[src/rtl/ttt_move_controller.sv]
// Tic-tac-toe move controller: cursor navigation, mark placement, win/draw detection.
// Define TTT_CURSOR_WRAP_EN to make cursor moves wrap within a row/column instead of saturating.
module ttt_move_controller #(
   parameter logic FIRST_PLAYER = 1'b0
) (
   input  logic       clk_i,
   input  logic       reset_i,
   input  logic       start_i,
   input  logic       ack_i,
   input  logic       lbtn_i,
   input  logic       rbtn_i,
   input  logic       ubtn_i,
   input  logic       dbtn_i,
   input  logic       cbtn_i,
   output logic [3:0] cursor_o,
   output logic [8:0] board_x_o,
   output logic [8:0] board_o_o,
   output logic       turn_o,
   output logic [3:0] move_cnt_o,
   output logic       illegal_o,
   output logic       xwins_o,
   output logic       owins_o,
   output logic       draw_o,
   output logic       qi_o,
   output logic       qp_o,
   output logic       qc_o,
   output logic       qd_o
);

`ifdef TTT_CURSOR_WRAP_EN
   localparam bit WRAP = 1'b1;
`else
   localparam bit WRAP = 1'b0;
`endif

   typedef enum logic [3:0] {
      S_IDLE  = 4'b0001,
      S_PLAY  = 4'b0010,
      S_CHECK = 4'b0100,
      S_DONE  = 4'b1000
   } state_t;

   state_t     state_q;
   logic [3:0] cursor_q, cursor_d;
   logic [8:0] bx_q, bo_q;
   logic       turn_q;
   logic [3:0] cnt_q;
   logic       illegal_q, xw_q, ow_q, dr_q;
   logic       win_d, new_round_d;

   function automatic logic [1:0] col_of(input logic [3:0] c);
      case (c)
         4'd0, 4'd3, 4'd6: col_of = 2'd0;
         4'd1, 4'd4, 4'd7: col_of = 2'd1;
         default:          col_of = 2'd2;
      endcase
   endfunction

   function automatic logic [1:0] row_of(input logic [3:0] c);
      if (c < 4'd3)      row_of = 2'd0;
      else if (c < 4'd6) row_of = 2'd1;
      else               row_of = 2'd2;
   endfunction

   function automatic logic has_line(input logic [8:0] b);
      has_line = (&{b[0], b[1], b[2]}) | (&{b[3], b[4], b[5]}) | (&{b[6], b[7], b[8]}) |
                 (&{b[0], b[3], b[6]}) | (&{b[1], b[4], b[7]}) | (&{b[2], b[5], b[8]}) |
                 (&{b[0], b[4], b[8]}) | (&{b[2], b[4], b[6]});
   endfunction

   // Cursor target for the highest-priority direction button; Cbtn is resolved in the FSM.
   always_comb begin
      cursor_d = cursor_q;
      if (lbtn_i) begin
         if (col_of(cursor_q) != 2'd0) cursor_d = cursor_q - 4'd1;
         else if (WRAP)                cursor_d = cursor_q + 4'd2;
      end else if (rbtn_i) begin
         if (col_of(cursor_q) != 2'd2) cursor_d = cursor_q + 4'd1;
         else if (WRAP)                cursor_d = cursor_q - 4'd2;
      end else if (ubtn_i) begin
         if (row_of(cursor_q) != 2'd0) cursor_d = cursor_q - 4'd3;
         else if (WRAP)                cursor_d = cursor_q + 4'd6;
      end else if (dbtn_i) begin
         if (row_of(cursor_q) != 2'd2) cursor_d = cursor_q + 4'd3;
         else if (WRAP)                cursor_d = cursor_q - 4'd6;
      end
   end

   assign win_d       = has_line(turn_q ? bo_q : bx_q);
   assign new_round_d = ((state_q == S_IDLE) && start_i) ||
                        ((state_q == S_DONE) && !ack_i && cbtn_i);

   always_ff @(posedge clk_i) begin
      if (reset_i) begin
         state_q   <= S_IDLE;
         cursor_q  <= 4'd4;
         bx_q      <= '0;
         bo_q      <= '0;
         turn_q    <= FIRST_PLAYER;
         cnt_q     <= '0;
         illegal_q <= 1'b0;
         xw_q      <= 1'b0;
         ow_q      <= 1'b0;
         dr_q      <= 1'b0;
      end else begin
         illegal_q <= 1'b0;
         case (state_q)
            S_IDLE: if (start_i) state_q <= S_PLAY;
            S_PLAY: begin
               if (cbtn_i) begin
                  if (bx_q[cursor_q] || bo_q[cursor_q]) begin
                     illegal_q <= 1'b1;
                  end else begin
                     if (turn_q) bo_q[cursor_q] <= 1'b1;
                     else        bx_q[cursor_q] <= 1'b1;
                     cnt_q   <= cnt_q + 4'd1;
                     state_q <= S_CHECK;
                  end
               end else begin
                  cursor_q <= cursor_d;
               end
            end
            S_CHECK: begin
               if (win_d) begin
                  if (turn_q) ow_q <= 1'b1;
                  else        xw_q <= 1'b1;
                  state_q <= S_DONE;
               end else if (cnt_q == 4'd9) begin
                  dr_q    <= 1'b1;
                  state_q <= S_DONE;
               end else begin
                  turn_q  <= ~turn_q;
                  state_q <= S_PLAY;
               end
            end
            S_DONE: begin
               if (ack_i)       state_q <= S_IDLE;
               else if (cbtn_i) state_q <= S_PLAY;
            end
            default: state_q <= S_IDLE;
         endcase
         // Round start from IDLE or DONE overrides the per-state updates above.
         if (new_round_d) begin
            cursor_q <= 4'd4;
            bx_q     <= '0;
            bo_q     <= '0;
            turn_q   <= FIRST_PLAYER;
            cnt_q    <= '0;
            xw_q     <= 1'b0;
            ow_q     <= 1'b0;
            dr_q     <= 1'b0;
         end
      end
   end

   assign cursor_o   = cursor_q;
   assign board_x_o  = bx_q;
   assign board_o_o  = bo_q;
   assign turn_o     = turn_q;
   assign move_cnt_o = cnt_q;
   assign illegal_o  = illegal_q;
   assign xwins_o    = xw_q;
   assign owins_o    = ow_q;
   assign draw_o     = dr_q;
   assign qi_o       = state_q[0];
   assign qp_o       = state_q[1];
   assign qc_o       = state_q[2];
   assign qd_o       = state_q[3];

endmodule

[config.mk]
export PLATFORM = sky130hd
export DESIGN_NAME = ttt_move_controller
export DESIGN_NICKNAME = d
export VERILOG_FILES = /design/src/rtl/ttt_move_controller.sv
export SDC_FILE = /design/constraint.sdc
export NUM_CORES = 1
export LEC_CHECK = 0
export BUFFER_PORTS_ARGS = -buffer_cell sky130_fd_sc_hd__buf_2
export CORE_MARGIN = 2
export CORE_UTILIZATION = 24
export DETAILED_ROUTE_END_ITERATION = 16
export PLACE_DENSITY = 0.49
export SLEW_MARGIN = 20
export SYNTH_ARGS = -nofsm -noshare
export SYNTH_HDL_FRONTEND = slang
export SYNTH_SLANG_ARGS = --single-unit
[constraint.sdc]
create_clock -name clk_i -period 5.45 [get_ports clk_i]
set_clock_uncertainty 0.2 [all_clocks]
set_input_delay 0.545 -clock clk_i [delete_from_list [all_inputs] [get_ports clk_i]]
set_output_delay 0.545 -clock clk_i [all_outputs]
set_load 0.02 [all_outputs]
==> results.ini <==
[global_route]
antenna_found_initial = 0
grt_use_met3 = 0.0257
grt_overflow = 0
grt_use_met1 = 0.167
grt_pass1_vias = 1899
grtUsageTotal = 0.126
grt_pass1_wl_microns = 10100
top_usage_layer = met2
grt_max_degree = 26
grt_use_met2 = 0.211

[route]
dr_total_vias = 2094
ant_nets = 0
wl_per_cell_microns = 16.2
wl_microns = 6420
viasPerCell = 5.27
firstDrtPassIters = 4
drc = 0
drt_iter0_drc = 124

[finish]
final_cells = 397
diodes = 0
fin_nets = 300
syn_to_final_growth_pct = 15.7
drive_gt1_frac = 0.287

[power_and_ir_drop]
clkPwrFrac = 0.396
power_density_mw_per_mm2 = 202
sequentialPowerShare = 0.499
power.internal_mw = 0.392
netSwitchingPower_mw = 0.136
ir_drop_mv = 0.0841
swShare = 0.258
pwr-share-comb = 0.105
p_leak_nw = 1.09

[sta]
whs_ns = 0.245
tns_ns = 0
finalCritPeriodShare = 0.533
slew-limit-headroom = 0.489
fmax_mhz = 344
finalSetupViolCount = 0
period_minus_slack_ns = 2.90
slew_viol_final = 0
rsz0062_at_grt = false
hold_viol = 0
worst_pin_slew_ns = 0.755

[clock_tree]
cts_tree = done
cts-buffers-inserted = 5
clk_path_buf_depth = 2
cts_root_buffer = clkbuf_8
hold_buffers = 0
postCtsSetupRepairBufs = 0
clk_pin_slew_ns = 0.07
clock_sinks = 35
clock_latency_ns = 0.28
htreeDepth = 2
cts-resized-gates = 0

[setup_path]
cp_top_family = simple AND/OR/NAND/NOR gates
end_kind = flop
slowest_stage = dfxtp_1
start_kind = flop
criticalPathCategory = flop to flop
crit_required_ns = 5.43
crit_fanout = 21
cp_data_arrival_time_ns = 2.88
cp_num_buf_inv = 0
cp_cell_sequence = or2_1 -> nor4_1 -> a31oi_2 -> nand3_2 -> o41ai_1
critPathMaxStageDelay_ns = 0.63

[hold_path]
hp-class = flop to flop

[die]
die_h_microns = 101
io_pins = 44
rows = 35
start_util = 0.246
core_sq_mm = 0.00920
fp.dieW_microns = 101
dieArea_sq_mm = 0.0102

[synth]
yosysWarningCount = 0
synth_edf_count = 0
yosysTopAreaCellShare = 0.310
synth_flop_cell = dfxtp_1
ys_seq_area_frac = 0.310
netlist_area_sq_mm = 0.00226
ys_ff_latch = 35
synth_area_leader_cell = dfxtp_1
syn_inst = 246
async_flop_share = 0
synthDistinctLibCells = 59
synthTopCellsByArea = dfxtp_1, o41ai_2, nand2_1
syn_area_per_cell_sq_um = 9.19
synth_nets = 261

[placed_design]
portBuffers = 43
placed_cells = 389
hpwlAfterDp_microns = 4800
gp_congestion = 0.828

[status]
outcome = complete, no violations

[run]
drv_cap = 0

cell usage in the layout (no fill, tap or decap), types with 2 or more instances in the layout:
cell type   n
ha_1        6
nor4_1      3
dfxtp_1    35
a311oi_1    3
nand3_1     3
nor2_1     15
a31oi_1     6
a21oi_1     6
nor3b_1     3
nand2b_1    2
mux2i_1     4
a211oi_1    4
nor4b_1     3
o31ai_1     2
o41ai_2    17
buf_4       2
nand2_1    36
nor3_1      6
and4_1      2
nand4_1     2
or3_1       5
a22oi_1     2
a22o_1     10
inv_1      12
buf_2      43
o21ai_0    11
a211o_1     2
clkbuf_8    7
or2_1       2
nand3b_1    3
final cells by class:
class,count,area [sq um]
fillers,996,6580
multi-input cells,185,1400
flip-flops and latches,35,701
repair buffers,45,230
well taps,111,139
clock buffers,8,100
inverters,13,48.8
power groups by stage:
stage          Clock, mW  Combinational [mW]  Sequential [mW]
4_1_cts            0.214              0.0559            0.263
6_report           0.209              0.0554            0.263
3_5_place_dp           0              0.0558            0.269
2_1_floorplan          0              0.0421            0.270
5_1_grt            0.221              0.0614            0.264
3_3_place_gp           0              0.0557            0.269
cell families (layout without fill, tap and decap cells):
family | Yosys count | in the layout | synth area share
compound gates | 79 | 79 | 0.336
xor+xnor | 1 | 1 | 0.00387
fa+ha+maj | 6 | 6 | 0.0332
buf+inv | 26 | 66 | 0.0719
flops | 35 | 35 | 0.310
mux | 4 | 4 | 0.0177
simple gates | 95 | 95 | 0.227
routing by layer:
| layer | vias to the layer above | part of all wire |
|---|---|---|
| li1 | 1020 | - |
| met1 | 1024 | 0.48 |
| met2 | 40 | 0.47 |
| met3 | 10 | 0.040 |
| met4 | 0 | 0.0098 |
| met5 | - | 0 |
worst reg2reg max path: stages (launching register included):
cell	delay, ns
dfxtp_1	0.63
or2_1	0.53
nor4_1	0.17
a31oi_2	0.24
nand3_2	0.54
o41ai_1	0.49
cells in the mapped netlist (4+ instances only):
| cell | number |
|---|---|
| nor3_1 | 6 |
| o41ai_2 | 17 |
| ha_1 | 6 |
| o21ai_0 | 11 |
| dfxtp_1 | 35 |
| mux2i_1 | 4 |
| nand2_1 | 36 |
| a21oi_1 | 6 |
| a31oi_1 | 6 |
| buf_6 | 6 |
| a211oi_1 | 4 |
| inv_1 | 12 |
| nor2_1 | 15 |
| or3_1 | 5 |
| a22o_1 | 10 |
registers in the layout (all words and copies together) (netlist names):
| name | count |
|---|---|
| illegal_o | 1 |
| board_o_o | 9 |
| draw_o | 1 |
| xwins_o | 1 |
| cursor_o | 4 |
| turn_o | 1 |
| board_x_o | 9 |
| state_q | 4 |
| owins_o | 1 |
| move_cnt_o | 4 |
per-stage QoR:
| step | util | power (mW) | worst slack [ns] | cell area (sq um) |
|---|---|---|---|---|
| after global placement | 0.274 | 0.325 | 2.61 | 2520 |
| final | 0.284 | 0.528 | 2.55 | 2620 |
| after CTS | 0.284 | 0.533 | 2.54 | 2620 |
| after global routing | 0.284 | 0.547 | 2.30 | 2620 |
| after floorplan | - | 0.312 | 3.05 | 2260 |
| after detailed placement | 0.274 | 0.325 | 2.55 | 2520 |
final timing paths:
path,depth (start not counted),end,startpoint,slack [ns]
max reg2reg,5,board_o_o[8],cursor_o[2],2.55
min,2,draw_o,draw_o,0.24
max,5,board_o_o[8],cursor_o[2],2.55
min reg2reg,2,draw_o,draw_o,0.24
Power figures use the tool's default switching activity.
